--- src/rtl/sdiv_pkg.sv ---
// Shared types for the signed-divide sequencer: FSM states and the result record.
// Result fields are sized for the widest supported operand; users take the low WIDTH bits.
package sdiv_pkg;

    localparam int SDIV_W_MAX = 64;

    typedef enum logic [2:0] {
        ST_IDLE,
        ST_LAUNCH,
        ST_WAIT,
        ST_FIXUP,
        ST_HOLD
    } sdiv_state_e;

    typedef struct packed {
        logic [SDIV_W_MAX-1:0] quo;
        logic [SDIV_W_MAX-1:0] rem;
        logic                  dbz;
        logic                  ovf;
    } sdiv_result_t;

endpackage

--- src/rtl/sdiv_sign_fix.sv ---
// Combinational sign handling around an unsigned divider: operand magnitudes on the
// way in, quotient/remainder negation plus divide-by-zero and overflow overrides on the way out.
module sdiv_sign_fix
    import sdiv_pkg::*;
#(
    parameter int WIDTH = 16
) (
    input  logic [WIDTH-1:0] op_a_i,
    input  logic [WIDTH-1:0] op_b_i,
    input  logic             op_signed_i,
    output logic [WIDTH-1:0] mag_a_o,
    output logic [WIDTH-1:0] mag_b_o,
    input  logic [WIDTH-1:0] orig_a_i,
    input  logic             orig_b_neg_i,
    input  logic             orig_signed_i,
    input  logic [WIDTH-1:0] q_mag_i,
    input  logic [WIDTH-1:0] r_mag_i,
    input  logic             dbz_i,
    input  logic             ovf_i,
    output sdiv_result_t     res_o
);

    localparam logic [WIDTH-1:0] MIN_VAL = {1'b1, {(WIDTH-1){1'b0}}};

    logic             neg_q;
    logic             neg_r;
    logic [WIDTH-1:0] quo_w;
    logic [WIDTH-1:0] rem_w;

    // Negating MIN wraps back to MIN, which is exactly its unsigned magnitude.
    assign mag_a_o = (op_signed_i && op_a_i[WIDTH-1]) ? -op_a_i : op_a_i;
    assign mag_b_o = (op_signed_i && op_b_i[WIDTH-1]) ? -op_b_i : op_b_i;

    always_comb begin
        neg_q = orig_signed_i & (orig_a_i[WIDTH-1] ^ orig_b_neg_i);
        neg_r = orig_signed_i & orig_a_i[WIDTH-1];
        quo_w = neg_q ? -q_mag_i : q_mag_i;
        rem_w = neg_r ? -r_mag_i : r_mag_i;
        if (dbz_i) begin
            quo_w = '1;
            rem_w = orig_a_i;
        end else if (ovf_i) begin
            quo_w = MIN_VAL;
            rem_w = '0;
        end
        res_o     = '0;
        res_o.quo = SDIV_W_MAX'(quo_w);
        res_o.rem = SDIV_W_MAX'(rem_w);
        res_o.dbz = dbz_i;
        res_o.ovf = ovf_i;
    end

endmodule

--- src/rtl/sdiv_sequencer.sv ---
// Sequencer wrapping an unsigned divider core to provide signed/unsigned division.
// Define SDIV_OVF_CHECK_EN to short-circuit signed MIN / -1 and report it on out_ovf.
module sdiv_sequencer
    import sdiv_pkg::*;
#(
    parameter int WIDTH = 16
) (
    input  logic             clk,
    input  logic             rst_n,
    input  logic             in_valid,
    output logic             in_ready,
    input  logic [WIDTH-1:0] in_a,
    input  logic [WIDTH-1:0] in_b,
    input  logic             in_signed,
    output logic             core_start,
    output logic [WIDTH-1:0] core_a,
    output logic [WIDTH-1:0] core_b,
    input  logic             core_busy,
    input  logic             core_done,
    input  logic             core_valid,
    input  logic             core_dbz,
    input  logic [WIDTH-1:0] core_val,
    input  logic [WIDTH-1:0] core_rem,
    output logic             out_valid,
    input  logic             out_ready,
    output logic [WIDTH-1:0] out_quo,
    output logic [WIDTH-1:0] out_rem,
    output logic             out_dbz
`ifdef SDIV_OVF_CHECK_EN
    ,
    output logic             out_ovf
`endif
);

    sdiv_state_e      state_q;
    logic             in_ready_q;
    logic             core_start_q;
    logic [WIDTH-1:0] core_a_q;
    logic [WIDTH-1:0] core_b_q;
    logic [WIDTH-1:0] a_q;
    logic             b_neg_q;
    logic             signed_q;
    logic [WIDTH-1:0] qmag_q;
    logic [WIDTH-1:0] rmag_q;
    logic             dbz_q;
    logic             ovf_q;
    logic             out_valid_q;
    sdiv_result_t     res_q;

    logic [WIDTH-1:0] mag_a;
    logic [WIDTH-1:0] mag_b;
    logic             is_ovf;
    sdiv_result_t     fix_res;

`ifdef SDIV_OVF_CHECK_EN
    localparam logic [WIDTH-1:0] MIN_VAL = {1'b1, {(WIDTH-1){1'b0}}};
    assign is_ovf = in_signed && (in_a == MIN_VAL) && (in_b == {WIDTH{1'b1}});
    assign out_ovf = res_q.ovf;
`else
    assign is_ovf = 1'b0;
`endif

    sdiv_sign_fix #(.WIDTH(WIDTH)) u_sign_fix (
        .op_a_i        (in_a),
        .op_b_i        (in_b),
        .op_signed_i   (in_signed),
        .mag_a_o       (mag_a),
        .mag_b_o       (mag_b),
        .orig_a_i      (a_q),
        .orig_b_neg_i  (b_neg_q),
        .orig_signed_i (signed_q),
        .q_mag_i       (qmag_q),
        .r_mag_i       (rmag_q),
        .dbz_i         (dbz_q),
        .ovf_i         (ovf_q),
        .res_o         (fix_res)
    );

    always_ff @(posedge clk) begin
        if (!rst_n) begin
            state_q      <= ST_IDLE;
            in_ready_q   <= 1'b0;
            core_start_q <= 1'b0;
            core_a_q     <= '0;
            core_b_q     <= '0;
            a_q          <= '0;
            b_neg_q      <= 1'b0;
            signed_q     <= 1'b0;
            qmag_q       <= '0;
            rmag_q       <= '0;
            dbz_q        <= 1'b0;
            ovf_q        <= 1'b0;
            out_valid_q  <= 1'b0;
            res_q        <= '0;
        end else begin
            case (state_q)
                ST_IDLE: begin
                    if (in_valid && in_ready_q) begin
                        in_ready_q <= 1'b0;
                        a_q        <= in_a;
                        b_neg_q    <= in_b[WIDTH-1];
                        signed_q   <= in_signed;
                        dbz_q      <= 1'b0;
                        ovf_q      <= is_ovf;
                        if (is_ovf) begin
                            state_q <= ST_FIXUP;
                        end else begin
                            state_q      <= ST_LAUNCH;
                            core_start_q <= 1'b1;
                            core_a_q     <= mag_a;
                            core_b_q     <= mag_b;
                        end
                    end else begin
                        in_ready_q <= 1'b1;
                    end
                end
                ST_LAUNCH: begin
                    core_start_q <= 1'b0;
                    state_q      <= ST_WAIT;
                end
                ST_WAIT: begin
                    if (core_done) begin
                        qmag_q  <= core_val;
                        rmag_q  <= core_rem;
                        dbz_q   <= core_dbz;
                        state_q <= ST_FIXUP;
                    end
                end
                ST_FIXUP: begin
                    res_q       <= fix_res;
                    out_valid_q <= 1'b1;
                    state_q     <= ST_HOLD;
                end
                ST_HOLD: begin
                    if (out_ready) begin
                        out_valid_q <= 1'b0;
                        in_ready_q  <= 1'b1;
                        state_q     <= ST_IDLE;
                    end
                end
                default: state_q <= ST_IDLE;
            endcase
        end
    end

    assign in_ready   = in_ready_q;
    assign core_start = core_start_q;
    assign core_a     = core_a_q;
    assign core_b     = core_b_q;
    assign out_valid  = out_valid_q;
    assign out_quo    = res_q.quo[WIDTH-1:0];
    assign out_rem    = res_q.rem[WIDTH-1:0];
    assign out_dbz    = res_q.dbz;

    // Upper result bits beyond WIDTH and the core's status strobes are not needed here.
    logic unused_sigs;
    assign unused_sigs = ^{res_q, fix_res, core_busy, core_valid};

endmodule

--- config.mk ---
export PLATFORM = sky130hd
export DESIGN_NAME = sdiv_sequencer
export DESIGN_NICKNAME = d
export VERILOG_FILES = /design/src/rtl/sdiv_pkg.sv /design/src/rtl/sdiv_sign_fix.sv /design/src/rtl/sdiv_sequencer.sv
export SDC_FILE = /design/constraint.sdc
export NUM_CORES = 1
export LEC_CHECK = 0
export BUFFER_PORTS_ARGS = -buffer_cell sky130_fd_sc_hd__buf_2
export CORE_ASPECT_RATIO = 1.5
export CORE_MARGIN = 2
export CORE_UTILIZATION = 43
export CTS_CLUSTER_DIAMETER = 40
export DETAILED_ROUTE_END_ITERATION = 10
export PLACE_DENSITY = 0.7
export SLEW_MARGIN = 20
export SYNTH_ARGS = -nofsm -noshare
export SYNTH_HDL_FRONTEND = slang
export SYNTH_SLANG_ARGS = --single-unit
--- constraint.sdc ---
create_clock -name clk -period 2.2 [get_ports clk]
set_input_delay 0.11 -clock clk [delete_from_list [all_inputs] [get_ports clk]]
set_output_delay 0.11 -clock clk [all_outputs]
set_load 0.01 [all_outputs]
==> results.yml <==
outcome:
  status: "finished clean"
cts:
  h-tree-depth: 4
  cts_resized: 0
  post-cts-setup-buffers: 0
  cts_hold_buf: 51
  clkTransAtPathRegs_ns: 0.05
  cts_tree: "done"
  root_buffer: "clkbuf_16"
  cts.sinks: 121
  clk_latency_ns: 0.41
  clockBufferDepth: 2
  cts_made_buffers: 17
synthesis:
  syn_nets: 804
  syn-cell-area_sq_mm: 0.00573
  yosysTopAreaCell: "dfxtp_1"
  synth_seq_area_share: 0.423
  ys_ff_latch: 121
  syn_inst: 727
  ys_async_sr_fraction: 0
  synth.distinct_cells: 54
  synth_top_family_by_area: "simple AND/OR/NAND/NOR gates"
  synth.area.top_cells: "dfxtp_1 42%, a21oi_1 9.4%, nand2_1 9.2%"
  postSynthAreaPerCell_sq_um: 7.88
  synthAdderAreaFrac: 0.00874
  ys.flop_type: "dfxtp_1"
  synth_mux_area_frac: 0.0122
  yosysTopAreaCellShare: 0.423
  synth_edf_count: 0
  synth_compound_area_frac: 0.209
  yosys.area_share.simple: 0.223
  yosys_warnings: 0
  synth_xor_area_frac: 0.0765
layout:
  finalNetCount: 979
  diodes: 0
  drive_gt1_frac: 0.222
  area_growth_pct: 35.4
  utilization: 0.596
global_route:
  grt_start_max_net_pins: 80
  grtUsageTotal: 0.223
  overflow: 0
  grt_pass1_vias: 5407
  antenna_found_initial: 0
  grt_pass1_wl_um: 26100
power_and_ir_drop:
  switching_power_mw: 1.54
  ir_drop_v: 0.000468
  swShare: 0.249
  p_leak_nw: 3.14
  combinationalPowerShare: 0.131
  p_clk_frac: 0.483
  pwr-share-seq: 0.386
  p_per_area_mw_per_mm2: 800
  internal_power_mw: 4.66
die:
  coreArea_sq_mm: 0.0130
  fp.dieW_um: 98.2
  dieArea_sq_mm: 0.0143
  start_util: 0.440
  die_h_um: 145
  io_pins: 141
  rows: 51
place:
  portBuffers: 138
  gp_congestion: 0.826
  dpl.hpwl_um: 10700
route:
  final_antenna_net_count: 0
  via_count: 5698
  firstDrtPassIters: 4
  viasPerCell: 5.31
  drt_iter0_drc: 184
  wirelength_um: 16000
  wire_per_inst_um: 14.9
  drc: 0
worst_setup_path:
  cp_max_fo: 6
  worstPathArrival_ns: 2.16
  worst_setup_path_start_kind: "flop"
  criticalPathCategory: "reg2reg"
  worstPathRequired_ns: 2.49
  endpoint_kind: "flop"
timing:
  tns_ns: 0
  drv_slew: 0
  holdWs_ns: 0.0180
  min_period_ns: 1.87
  slew-limit-headroom: 0.629
  max_freq_mhz: 535
  worst_pin_slew_ns: 0.552
  setup_viol: 0
  fin_crit_sh: 0.849
  fin_skew_ns: 0.00687
  rsz0062_at_grt: "no"
  hold_viol: 0
run:
  drv_cap: 0
hold_path:
  min_path_type: "in2reg"
## registers in the layout, summed over array words and instances, names as in the netlist, 3 cells and up
name / cells
core_a: 16
core_b: 16
out_quo: 16
out_rem: 16
qmag_q: 16
rmag_q: 16
a_q: 15
state_q: 3
## cell usage after synthesis (2+ instances only)
cell type and count:
nor2_1 50, o31ai_1 4, ha_1 4, nor2b_1 3, inv_1 16, nor3_1 24
nand3_1 10, mux2i_1 7, a21oi_1 108, or3_1 7, buf_2 10, nor4_2 2
a311oi_1 2, a31oi_1 15, o311ai_0 2, o31ai_2 2, and2_1 4, a211oi_1 21
o21ai_0 35, o211ai_1 3, or4_4 3, clkbuf_1 40, o21ai_1 2, nor4_1 6
xnor2_1 31, nor3b_1 3, nand2_1 140, nand3b_1 3, xor2_1 19, nor4_4 2
o311ai_1 2, nand2b_1 5, dfxtp_1 121
## cell type report
class	count	area, sq um
flip-flops and latches	121	2420
repair buffers	208	1380
inverters	16	60.1
clock inverters	11	168
multi-input cells	538	3060
well taps	159	199
fillers	1214	5260
clock buffers	21	470
## cell usage in the layout, fill, tap and decap left out, drive strengths merged, types with 17 or more instances in the layout
cell         instances
dlygate4sd3         51
a211oi              21
xor2                19
o21ai               37
a21oi              108
nor3                25
clkbuf              21
nand2              140
buf                157
nor2                50
xnor2               31
inv                 17
dfxtp              121
## critical path, cell delays in order, from the launching register on
cell and delay [ns]:
dfxtp_1 0.36, or3_1 0.50, nor4_1 0.40, and4_1 0.29, o311a_1 0.15, a21oi_1 0.06
## final timing paths
kind / from / end / slack [ns] / cells after the start
setup / recovery: rmag_q[9]$_SDFFE_PN0P_ / out_rem[15]$_SDFFE_PN0P_ / 0.33 / 5
setup reg to reg: rmag_q[9]$_SDFFE_PN0P_ / out_rem[15]$_SDFFE_PN0P_ / 0.33 / 5
hold / removal: in_b[9] / core_b[9]$_SDFFE_PN0P_ / 0.02 / 3
hold reg to reg: a_q[6]$_SDFFE_PN0P_ / a_q[6]$_SDFFE_PN0P_ / 0.45 / 2
## layer usage
metal  routed length (um)  global-route usage  vias to the layer above
met5                    0                   0                        -
met4                  380              0.0870                        0
met3                  665              0.0451                       35
met2                 8270               0.395                      138
met1                 6730               0.262                     2648
li1                     -                   -                     2877
## stage by stage
step / total power, mW / worst slack (ns) / cell area [sq um] / instances
after floorplan: 2.89 / 0.517 / 5730 / 727
after global placement: 3.17 / 0.413 / 6610 / 991
after detailed placement: 3.18 / 0.363 / 6610 / 991
after CTS: 6.25 / 0.350 / 7760 / 1074
after global routing: 6.44 / 0.227 / 7760 / 1074
final: 6.20 / 0.332 / 7760 / 1074
## power groups by stage
stage | sequential [mW] | clock [mW] | combinational (mW)
floorplan | 2.45 | 0 | 0.446
global placement | 2.44 | 0 | 0.736
detailed placement | 2.44 | 0 | 0.743
CTS | 2.39 | 3.04 | 0.818
global route | 2.41 | 3.14 | 0.897
finish | 2.39 | 2.99 | 0.815
## cells by family (layout without fill, tap and decap cells)
group,after synthesis,in the layout
buf+inv,68,256
fa+ha+maj,4,4
xor+xnor,50,50
flops,121,121
compound gates,204,204
mux,7,7
simple gates,273,273
No activity file was read; power rests on OpenSTA's default activity.
